--- config.mk ---
export PLATFORM = sky130hd
export DESIGN_NAME = id_ex_stage
export DESIGN_NICKNAME = d
export VERILOG_FILES = /design/src/rtl/id_ex_stage.sv
export SDC_FILE = /design/constraint.sdc
export NUM_CORES = 1
export LEC_CHECK = 0
export CAP_MARGIN = 10
export CORE_ASPECT_RATIO = 0.5
export CORE_UTILIZATION = 40
export DETAILED_ROUTE_END_ITERATION = 8
export GPL_TIMING_DRIVEN = 0
export PLACE_DENSITY = 0.89
export REMOVE_ABC_BUFFERS = 1
export SKIP_LAST_GASP = 1
export SLEW_MARGIN = 25
export SYNTH_ARGS = -nofsm -noshare
export SYNTH_HDL_FRONTEND = slang
export SYNTH_SLANG_ARGS = --single-unit
--- constraint.sdc ---
create_clock -name clk -period 2.4 [get_ports clk]
set_input_delay 0.36 -clock clk [delete_from_list [all_inputs] [get_ports clk]]
set_output_delay 0.36 -clock clk [all_outputs]
set_load 0.01 [all_outputs]
--- src/rtl/id_ex_stage.sv ---
// ID/EX pipeline register with load-use hazard detection.
// Drives EX-stage operands/control and stalls IF/ID on load-use.
module id_ex_stage #(
  parameter int DATA_W  = 32,
  parameter int REG_W   = 5,
  parameter int ALUOP_W = 4,
  parameter int CNT_W   = 16
) (
  input  logic               clk,
  input  logic               rst_n,
  input  logic               ID_valid,
  input  logic [REG_W-1:0]   ID_rs,
  input  logic [REG_W-1:0]   ID_rt,
  input  logic [REG_W-1:0]   ID_rd,
  input  logic               ID_uses_rt,
  input  logic [DATA_W-1:0]  ID_rs_data,
  input  logic [DATA_W-1:0]  ID_rt_data,
  input  logic [DATA_W-1:0]  ID_imm,
  input  logic               ID_regdst,
  input  logic               ID_alusrc,
  input  logic               ID_memread,
  input  logic               ID_memwrite,
  input  logic               ID_memtoreg,
  input  logic               ID_regwrite,
  input  logic [ALUOP_W-1:0] ID_aluop,
  input  logic               flush,
  input  logic               mem_busy,
  output logic               IE_valid,
  output logic [REG_W-1:0]   IE_rs,
  output logic [REG_W-1:0]   IE_rt,
  output logic [REG_W-1:0]   IE_rd,
  output logic [DATA_W-1:0]  IE_rs_data,
  output logic [DATA_W-1:0]  IE_rt_data,
  output logic [DATA_W-1:0]  IE_imm,
  output logic               IE_regdst,
  output logic               IE_alusrc,
  output logic               IE_memread,
  output logic               IE_memwrite,
  output logic               IE_memtoreg,
  output logic               IE_regwrite,
  output logic [ALUOP_W-1:0] IE_aluop,
  output logic [REG_W-1:0]   IE_registertowrite,
  output logic               stall_IFID,
  output logic [CNT_W-1:0]   hazard_count
);

  typedef struct packed {
    logic               valid;
    logic [REG_W-1:0]   rs;
    logic [REG_W-1:0]   rt;
    logic [REG_W-1:0]   rd;
    logic [DATA_W-1:0]  rs_data;
    logic [DATA_W-1:0]  rt_data;
    logic [DATA_W-1:0]  imm;
    logic               regdst;
    logic               alusrc;
    logic               memread;
    logic               memwrite;
    logic               memtoreg;
    logic               regwrite;
    logic [ALUOP_W-1:0] aluop;
  } id_ex_t;

  id_ex_t           ex_q, ex_d, id_w;
  logic [CNT_W-1:0] cnt_q, cnt_d;
  logic [REG_W-1:0] wr_reg;
  logic             hz;

  assign id_w.valid    = ID_valid;
  assign id_w.rs       = ID_rs;
  assign id_w.rt       = ID_rt;
  assign id_w.rd       = ID_rd;
  assign id_w.rs_data  = ID_rs_data;
  assign id_w.rt_data  = ID_rt_data;
  assign id_w.imm      = ID_imm;
  assign id_w.regdst   = ID_regdst;
  assign id_w.alusrc   = ID_alusrc;
  assign id_w.memread  = ID_memread;
  assign id_w.memwrite = ID_memwrite;
  assign id_w.memtoreg = ID_memtoreg;
  assign id_w.regwrite = ID_regwrite;
  assign id_w.aluop    = ID_aluop;

  assign wr_reg = ex_q.regdst ? ex_q.rd : ex_q.rt;

  // A load to $0 never produces a value worth waiting for.
  assign hz = ex_q.valid & ex_q.memread
            & (wr_reg != '0) & ID_valid
            & ((wr_reg == ID_rs)
              | (ID_uses_rt & (wr_reg == ID_rt)));

  assign stall_IFID = mem_busy | (hz & ~flush);

  always_comb begin
    ex_d  = ex_q;
    cnt_d = cnt_q;
    priority case (1'b1)
      mem_busy: ;
      flush:    ex_d = '0;
      hz: begin
        ex_d = '0;
        if (cnt_q != '1) cnt_d = cnt_q + CNT_W'(1);
      end
      default:  ex_d = id_w;
    endcase
  end

  always_ff @(posedge clk or negedge rst_n) begin
    if (!rst_n) begin
      ex_q  <= '0;
      cnt_q <= '0;
    end else begin
      ex_q  <= ex_d;
      cnt_q <= cnt_d;
    end
  end

  assign IE_valid           = ex_q.valid;
  assign IE_rs              = ex_q.rs;
  assign IE_rt              = ex_q.rt;
  assign IE_rd              = ex_q.rd;
  assign IE_rs_data         = ex_q.rs_data;
  assign IE_rt_data         = ex_q.rt_data;
  assign IE_imm             = ex_q.imm;
  assign IE_regdst          = ex_q.regdst;
  assign IE_alusrc          = ex_q.alusrc;
  assign IE_memread         = ex_q.memread;
  assign IE_memwrite        = ex_q.memwrite;
  assign IE_memtoreg        = ex_q.memtoreg;
  assign IE_regwrite        = ex_q.regwrite;
  assign IE_aluop           = ex_q.aluop;
  assign IE_registertowrite = wr_reg;
  assign hazard_count       = cnt_q;

endmodule

# ---- Word level (Yosys, flattened, before mapping)
# Cells that the tools add are included.
# W data, S select, Z words.
dict set report classes {
  addsub 1
  n_reduce_logical 2
  n_bitwise 10
  n_eq_ne 3
  n_mux 3
}
# operator n
set ops {}
lappend ops {{$mux W122} 2}
lappend ops {{$add A16 B1 Y16 const B} 1}
lappend ops {{$ne A16 B16 Y1 const B} 1}
lappend ops {{$eq A5 B5 Y1} 2}
lappend ops {{$and A1 B1 Y1} 6}
lappend ops {{$mux W5} 1}
lappend ops {{$reduce_bool A5 Y1} 1}
lappend ops {{$reduce_and A4 Y1} 1}
lappend ops {{$not A1 Y1} 2}
lappend ops {{$or A1 B1 Y1} 2}
dict set report word_totals {
  word_cells 34
  out_inout_bits 144
  register_bits 138
  input_bits 127
}

# ---- Longest topological paths before layout
# Gate-level depths: netlist of the first run.
dict set report logic_depth {
  ltp_word 7
  mapped_depth 9
  depth_no_buf 7
}

# ---- Worst setup path after synthesis of the first run
# No wires, ideal clock.
dict set report synth_timing {
  path_type {reg2reg}
  startpoint {reg ex_q (netlist bit IE_regdst)}
  endpoint {reg ex_q (netlist bit IE_aluop[1])}
  required_time_ps 2334
  path_buffers 3
  stages_incl_launch_ff 10
  arrival_ps 2145
  setup_ps 66
  path_slack_ps 189
  synth_period_minus_slack_ps 2211
  cell_sequence {dfrtp_1 buf_6 mux2i_1 xnor2_1 nor3_2 a22o_1 a21boi_1 buf_2 buf_2 a22o_1}
}
dict set report synth_via {
  elab_chain_cells 7
  word_cells_on_any_way 11
  classes_between {2 x eq/ne; 3 x mux; 5 x bitwise; 1 x reduce/logical}
}
# element line
set synth_rtl {}
lappend synth_rtl {{from (decl)} 64} ;# id_ex_t ex_q, ex_d, id_w;
lappend synth_rtl {{from (signal assigned)} 110} ;# ex_q <= '0;
lappend synth_rtl {{from (signal assigned)} 113} ;# ex_q <= ex_d;
lappend synth_rtl {{$mux W5 (*)} 84} ;# assign wr_reg = ex_q.regdst ? ex_q.rd : ex_q.rt;
lappend synth_rtl {{$eq A5 B5 Y1 / $reduce_bool A5 Y1 (equally long branches)} {90, 88}}
lappend synth_rtl {{$and A1 B1 Y1, on equally long branches} {90, 88}}
lappend synth_rtl {{$or A1 B1 Y1 / $and A1 B1 Y1 (equally long branches)} {90, 88}}
lappend synth_rtl {{$and A1 B1 Y1 (*)} 89} ;# & ((wr_reg == ID_rs)
lappend synth_rtl {{$mux W122 (*) (2 in a row)} 97} ;# priority case (1'b1)
# Every way passes the cells marked *; elsewhere a longest branch is shown, timed or not.
# A chain may end at the register's enable or synchronous reset.

# ---- Worst setup path in the final report of the first run
dict set report layout_timing {
  startpoint {reg ex_q (netlist bit IE_regdst)}
  endpoint {out stall_IFID}
}
dict set report layout_via {
  elab_chain_cells 7
  word_cells_on_any_way 11
  classes_between {2 x eq/ne; 1 x mux; 7 x bitwise; 1 x reduce/logical}
}
# element line
set layout_rtl {}
lappend layout_rtl {{$mux W5 (*)} 84}
lappend layout_rtl {{$eq A5 B5 Y1 / $reduce_bool A5 Y1 (equally long branches)} {90, 88}}
lappend layout_rtl {{$and A1 B1 Y1, on equally long branches} {90, 88}}
lappend layout_rtl {{$or A1 B1 Y1 / $and A1 B1 Y1 (equally long branches)} {90, 88}}
lappend layout_rtl {{$and A1 B1 Y1 (*)} 89}
lappend layout_rtl {{$and A1 B1 Y1 (*)} 92} ;# assign stall_IFID = mem_busy | (hz & ~flush);
lappend layout_rtl {{$or A1 B1 Y1 (*)} 92}
lappend layout_rtl {{to (decl)} 43} ;# output logic stall_IFID,
# Marked as above.

==> results of run 1 <==
registers in the layout (all words and copies together) (netlist names):
signal / flops
IE_imm: 32
IE_rs_data: 32
IE_rt_data: 32
hazard_count: 16
IE_rd: 5
IE_rs: 5
IE_rt: 5
IE_aluop: 4
IE_alusrc: 1
IE_memread: 1
IE_memtoreg: 1
IE_memwrite: 1
IE_regdst: 1
IE_regwrite: 1
IE_valid: 1
worst min path at each step:
stage	start	endpoint	slack, ns	cells past startpoint
2_1_floorplan	rst_n	IE_aluop[0]$_DFFE_PN0N_	0.06	0
3_3_place_gp	IE_aluop[2]$_DFFE_PN0N_	IE_aluop[2]$_DFFE_PN0N_	0.49	1
3_5_place_dp	rst_n	IE_rt_data[1]$_DFFE_PN0N_	0.29	1
4_1_cts	mem_busy	IE_rs_data[19]$_DFFE_PN0N_	0.43	2
5_1_grt	mem_busy	IE_rs_data[5]$_DFFE_PN0N_	0.44	2
6_report	mem_busy	IE_rs_data[5]$_DFFE_PN0N_	0.43	2
worst register-to-register path, cell delays in order, from the launching register on:
cell and delay, ns:
sky130_fd_sc_hd__dfrtp_2 0.49, sky130_fd_sc_hd__buf_6 0.16, sky130_fd_sc_hd__mux2i_4 0.19, sky130_fd_sc_hd__buf_6 0.14
sky130_fd_sc_hd__buf_4 0.13, sky130_fd_sc_hd__inv_2 0.05, sky130_fd_sc_hd__o2111a_2 0.30, sky130_fd_sc_hd__nand3_2 0.27
sky130_fd_sc_hd__or4_4 0.58, sky130_fd_sc_hd__xnor2_2 0.14
repair_timing:
item	in CTS	in global routing
hold endpoints to repair	49	0
gates cloned	2	5
pin swaps	6	8
endpoints found under the setup margin	135	138
resized for setup	16	12
hold buffers	1	0
setup buffers	16	7
kinds of logic (layout without fill, tap and decap cells):
kind of cell	after synthesis	count (layout)	synth area share, %
compound gates	127	127	20.8
fa+ha+maj	1	1	0.233
mux	8	8	2.17
xor+xnor	23	23	4.04
flops	138	138	64.5
simple gates	45	45	5.32
buf+inv	36	343	2.94
cell usage after synthesis (all sizes together):
cell type,n
ha,1
nor2,3
mux2,3
nor3,9
clkbuf,17
inv,6
nor4,3
nand3,6
a21boi,1
xor2,11
nor4b,1
a22o,123
xnor2,12
and2,1
buf,13
a22oi,1
or4,2
dfrtp,138
mux2i,5
nor3b,2
and4,1
o21bai,1
nand2b,1
o2111a,1
and3,3
nand4,5
nand2,8
routing by layer:
metal	share of wire, %	routed length, µm
met4	3.8	683
met1	41	7320
met3	3.8	682
met2	51	9180
met5	0	0
cell type report:
cell class / instances / area (µm²)
Fill cell: 841 / 3490
Sequential cell: 138 / 3450
Timing Repair Buffer: 305 / 3210
Multi-Input combinational cell: 204 / 1830
Clock buffer: 18 / 439
Tap cell: 170 / 213
Clock inverter: 14 / 186
Inverter: 6 / 22.5
power groups by stage:
stage | Sequential, µW | Clock, µW | Combinational, µW
floorplan | 2700 | 0 | 261
global placement | 2630 | 0 | 1030
detailed placement | 2640 | 0 | 1060
CTS | 2600 | 2800 | 1120
global route | 2620 | 2910 | 1230
finish | 2600 | 2770 | 1170
per-stage QoR:
stage	worst slack, ns	util (%)	TNS [ns]
4_1_cts	-0.243	71.1	-0.335
6_report	-0.272	72.8	-13.52
5_1_grt	-0.404	72.8	-24.99
2_1_floorplan	-3.89	-	-474.27
3_5_place_dp	-0.537	65.0	-33.09
3_3_place_gp	-9.11	63.4	-1769.42
==> results by stage, run 1 <==
Outcome:
- The run finished, with violations left.
- The checks that failed: design-rule violations, negative setup slack.

Timing:
- The headroom to the max-slew limit is around 64%.
- The worst clock skew is about 0.015 ns.
- The measured slew at the worst slew-check pin is ~0.53 ns.
- The achievable frequency is about 370 MHz.
- The final critical path takes up 111% of the cycle.
- Setup violations remaining at the end of the flow were counted as 130.
- Across all setup checks in the final design, the least slack found is -0.272 ns.
- The worst-case hold slack is ~0.43 ns.
- The number of max-slew violations in the final report was 0.
- The total count of hold-check failures in the final report is 0.
- Setup repair after global routing could not meet its margin everywhere.
- After layout, the minimum clock period comes to between 2 and 3 ns.

Routing:
- The per-cell via count in the routed design is approximately 5.3.
- In this run the remaining antenna-violating nets after routing total 0.
- After the first detailed-routing iteration, the DRC count stood at between 300 and 400.
- For this block, the via count after detailed routing is 4520.
- The overall routed net length is roughly 18000 µm.
- The number of optimization iterations in the first detailed-route pass is 7.
- The post-detailed-route DRC marker count is 16.
- After detailed routing, the average wire length per cell comes to ~21 µm.

Global route:
- Global routing used 24.7% of the available tracks.
- The met1 capacity usage during global routing is between 30% and 40%.
- The met3 layer usage reported by global route is ~4%.
- Global routing used 43.0% of the available met2 tracks.
- For this run the aggregate overflow at the end of global routing stands at 0.
- The highest-utilization routing layer at the global route stage is met2.
- The via count of the first global-routing pass came to ~4800.
- The largest net degree at the start of global routing is 90.
- The number of antenna violations at the first check in global routing is 0.
- The global-route wire length before repair is 26600 µm.

Final layout:
- The antenna diode count is 0.
- The top cell types in the final layout, fill and taps aside, are 266 x sky130_fd_sc_hd__clkdlybuf4s50_1, 137 x sky130_fd_sc_hd__dfrtp_1, 123 x sky130_fd_sc_hd__a22o_1.
- The leading cell type in the layout, fill and taps excluded is sky130_fd_sc_hd__clkdlybuf4s50_1.
- The share of cells above drive strength 1 is between 10 and 15%.
- At the end of the flow, the number of nets in the layout was 800.
- The final instance area is 9350 µm².
- The finished layout holds 855 standard cells, fillers aside.
- The growth of design area from synthesis to finish is 74.6%.

Placed design:
- The congestion estimate from routability-driven global placement came to between 0.8 and 0.9.
- Once detailed placement completed, the half-perimeter wirelength came to 11600 µm.
- Buffers placed on the I/O ports in this run total 270.
- The post-placement cell count is about 800.
- Summing all placed instances gives a cell area of roughly 8300 µm².

Clock network:
- The number of clock buffers inserted by TritonCTS is 17.
- The clock sink count is 138.
- After clock tree synthesis, the clock-pin slew on the worst setup and hold paths is 0.07 ns.
- For the worst-skew pair, the clock arrives at the later sink with an insertion delay of 0.41 ns.
- The depth of the CTS H-tree is 4.
- The CTS tree is built.
- The cell sitting at the root of the clock tree is a sky130_fd_sc_hd__clkbuf_16.
- The maximum number of buffers from clock root to sink is 2.

Power:
- The internal portion of total power is between 4000 and 5000 µW.
- The worst voltage drop across the vdd grid is approximately 0.00044 V.
- The share of total power dissipated in combinational logic is around 18%.
- The proportion of total power due to net switching is 25.1%.
- The total power consumption of the routed design is 6540 µW.
- The portion of total power attributed to the clock network is 42.4%.
- Power spread over the standard cell area amounts to about 700 nW/µm².
- Sequential cells account for about two fifths of the total power.
- The net switching power is roughly 1600 µW.
- The leakage power summed over all cells is 0.00418 µW.

Floorplan:
- The die area is around 14000 µm².
- The floorplan core area is roughly 13000 µm².
- The effective utilization at floorplan is between 40% and 50%.
- The die is between 80 and 90 µm tall.
- The floorplan has 29 rows.
- The width of the die is ~170 µm.
- The I/O pin count is 271.

Logic synthesis:
- By area the synthesized netlist is led by sky130_fd_sc_hd__dfrtp_1 64%, sky130_fd_sc_hd__a22o_1 20%, sky130_fd_sc_hd__xor2_1 1.8%.
- The post-synthesis register bit count is 138.
- The synthesized design spends more area on one cell type than any other, namely sky130_fd_sc_hd__dfrtp_1.
- The share of the Yosys chip area taken by registers is between 60% and 70%.
- The mean instance size in the synthesized netlist is around 14 µm².
- The number of warning messages in the yosys log is 0.
- Summing every instance area after synthesis gives roughly 5400 µm².
- The cell count after synthesis is ~380.
- The fraction of post-synthesis cell area in the top cell type by area is about 64%.
- The number of distinct standard cells referenced by the synthesized netlist is 34.

Setup path:
- The count of cell instances traversed by the critical path is 9.
- The nature of the critical path endpoint is an output pin.
- The cell family with the largest share of critical-path delay is flip-flops.
- In this run the worst setup path begins at IE_regdst$_DFFE_PN0N_.
- The setup slack of the most critical reg-to-reg path is -0.16 ns.
- Traced cell by cell, the critical path runs through buf_6 -> mux2i_4 -> buf_4 -> xnor2_1 -> nor2_1 -> a22o_1 -> nand2_1 -> o21bai_1 -> buf_2.
- Of all nets on the critical path, the largest fanout is 6.
- The critical path is of the register to output pin type.
- The reg-to-reg startpoint is IE_regdst$_DFFE_PN0N_.
- The critical path contains buffers and inverters numbering 3 combined.
- On the worst path, the slowest cell contributes a delay of roughly 0.49 ns.
- The sort of element at the start of the critical path is a register.
- The endpoint identified for the worst register-to-register timing path is hazard_count[14]$_DFFE_PN0P_.
- The largest individual stage delay along the critical path comes from the cell sky130_fd_sc_hd__dfrtp_2.
- For the worst flop-to-flop path, the logic depth is 9.
- The critical path ends at stall_IFID.
- Data arrives at the worst endpoint at 2.31 ns.
- At the worst endpoint, the required time is about 2.0 ns.

Flow run:
- The total of max-cap violations is 0.

Min path:
- The min-delay analysis places its worst path in the category input pin to register.
(Power assumes the default switching activity.)
==> run 2: changes to the inputs <==
--- a/config.mk
+++ b/config.mk
@@ -8,6 +8,7 @@
 export CAP_MARGIN = 10
 export CORE_ASPECT_RATIO = 0.5
 export CORE_UTILIZATION = 40
+export CTS_CLUSTER_DIAMETER = 30
 export DETAILED_ROUTE_END_ITERATION = 8
 export GPL_TIMING_DRIVEN = 0
 export PLACE_DENSITY = 0.89
==> results of run 2 <==
The final DEF is identical to that of run 1; final timing and power are the same.
==> run 3: changes to the inputs <==
--- a/config.mk
+++ b/config.mk
@@ -5,7 +5,6 @@
 export SDC_FILE = /design/constraint.sdc
 export NUM_CORES = 1
 export LEC_CHECK = 0
-export CAP_MARGIN = 10
 export CORE_ASPECT_RATIO = 0.5
 export CORE_UTILIZATION = 40
 export CTS_CLUSTER_DIAMETER = 30
==> results of run 3 <==
The final DEF is identical to that of run 1; final timing and power are the same.
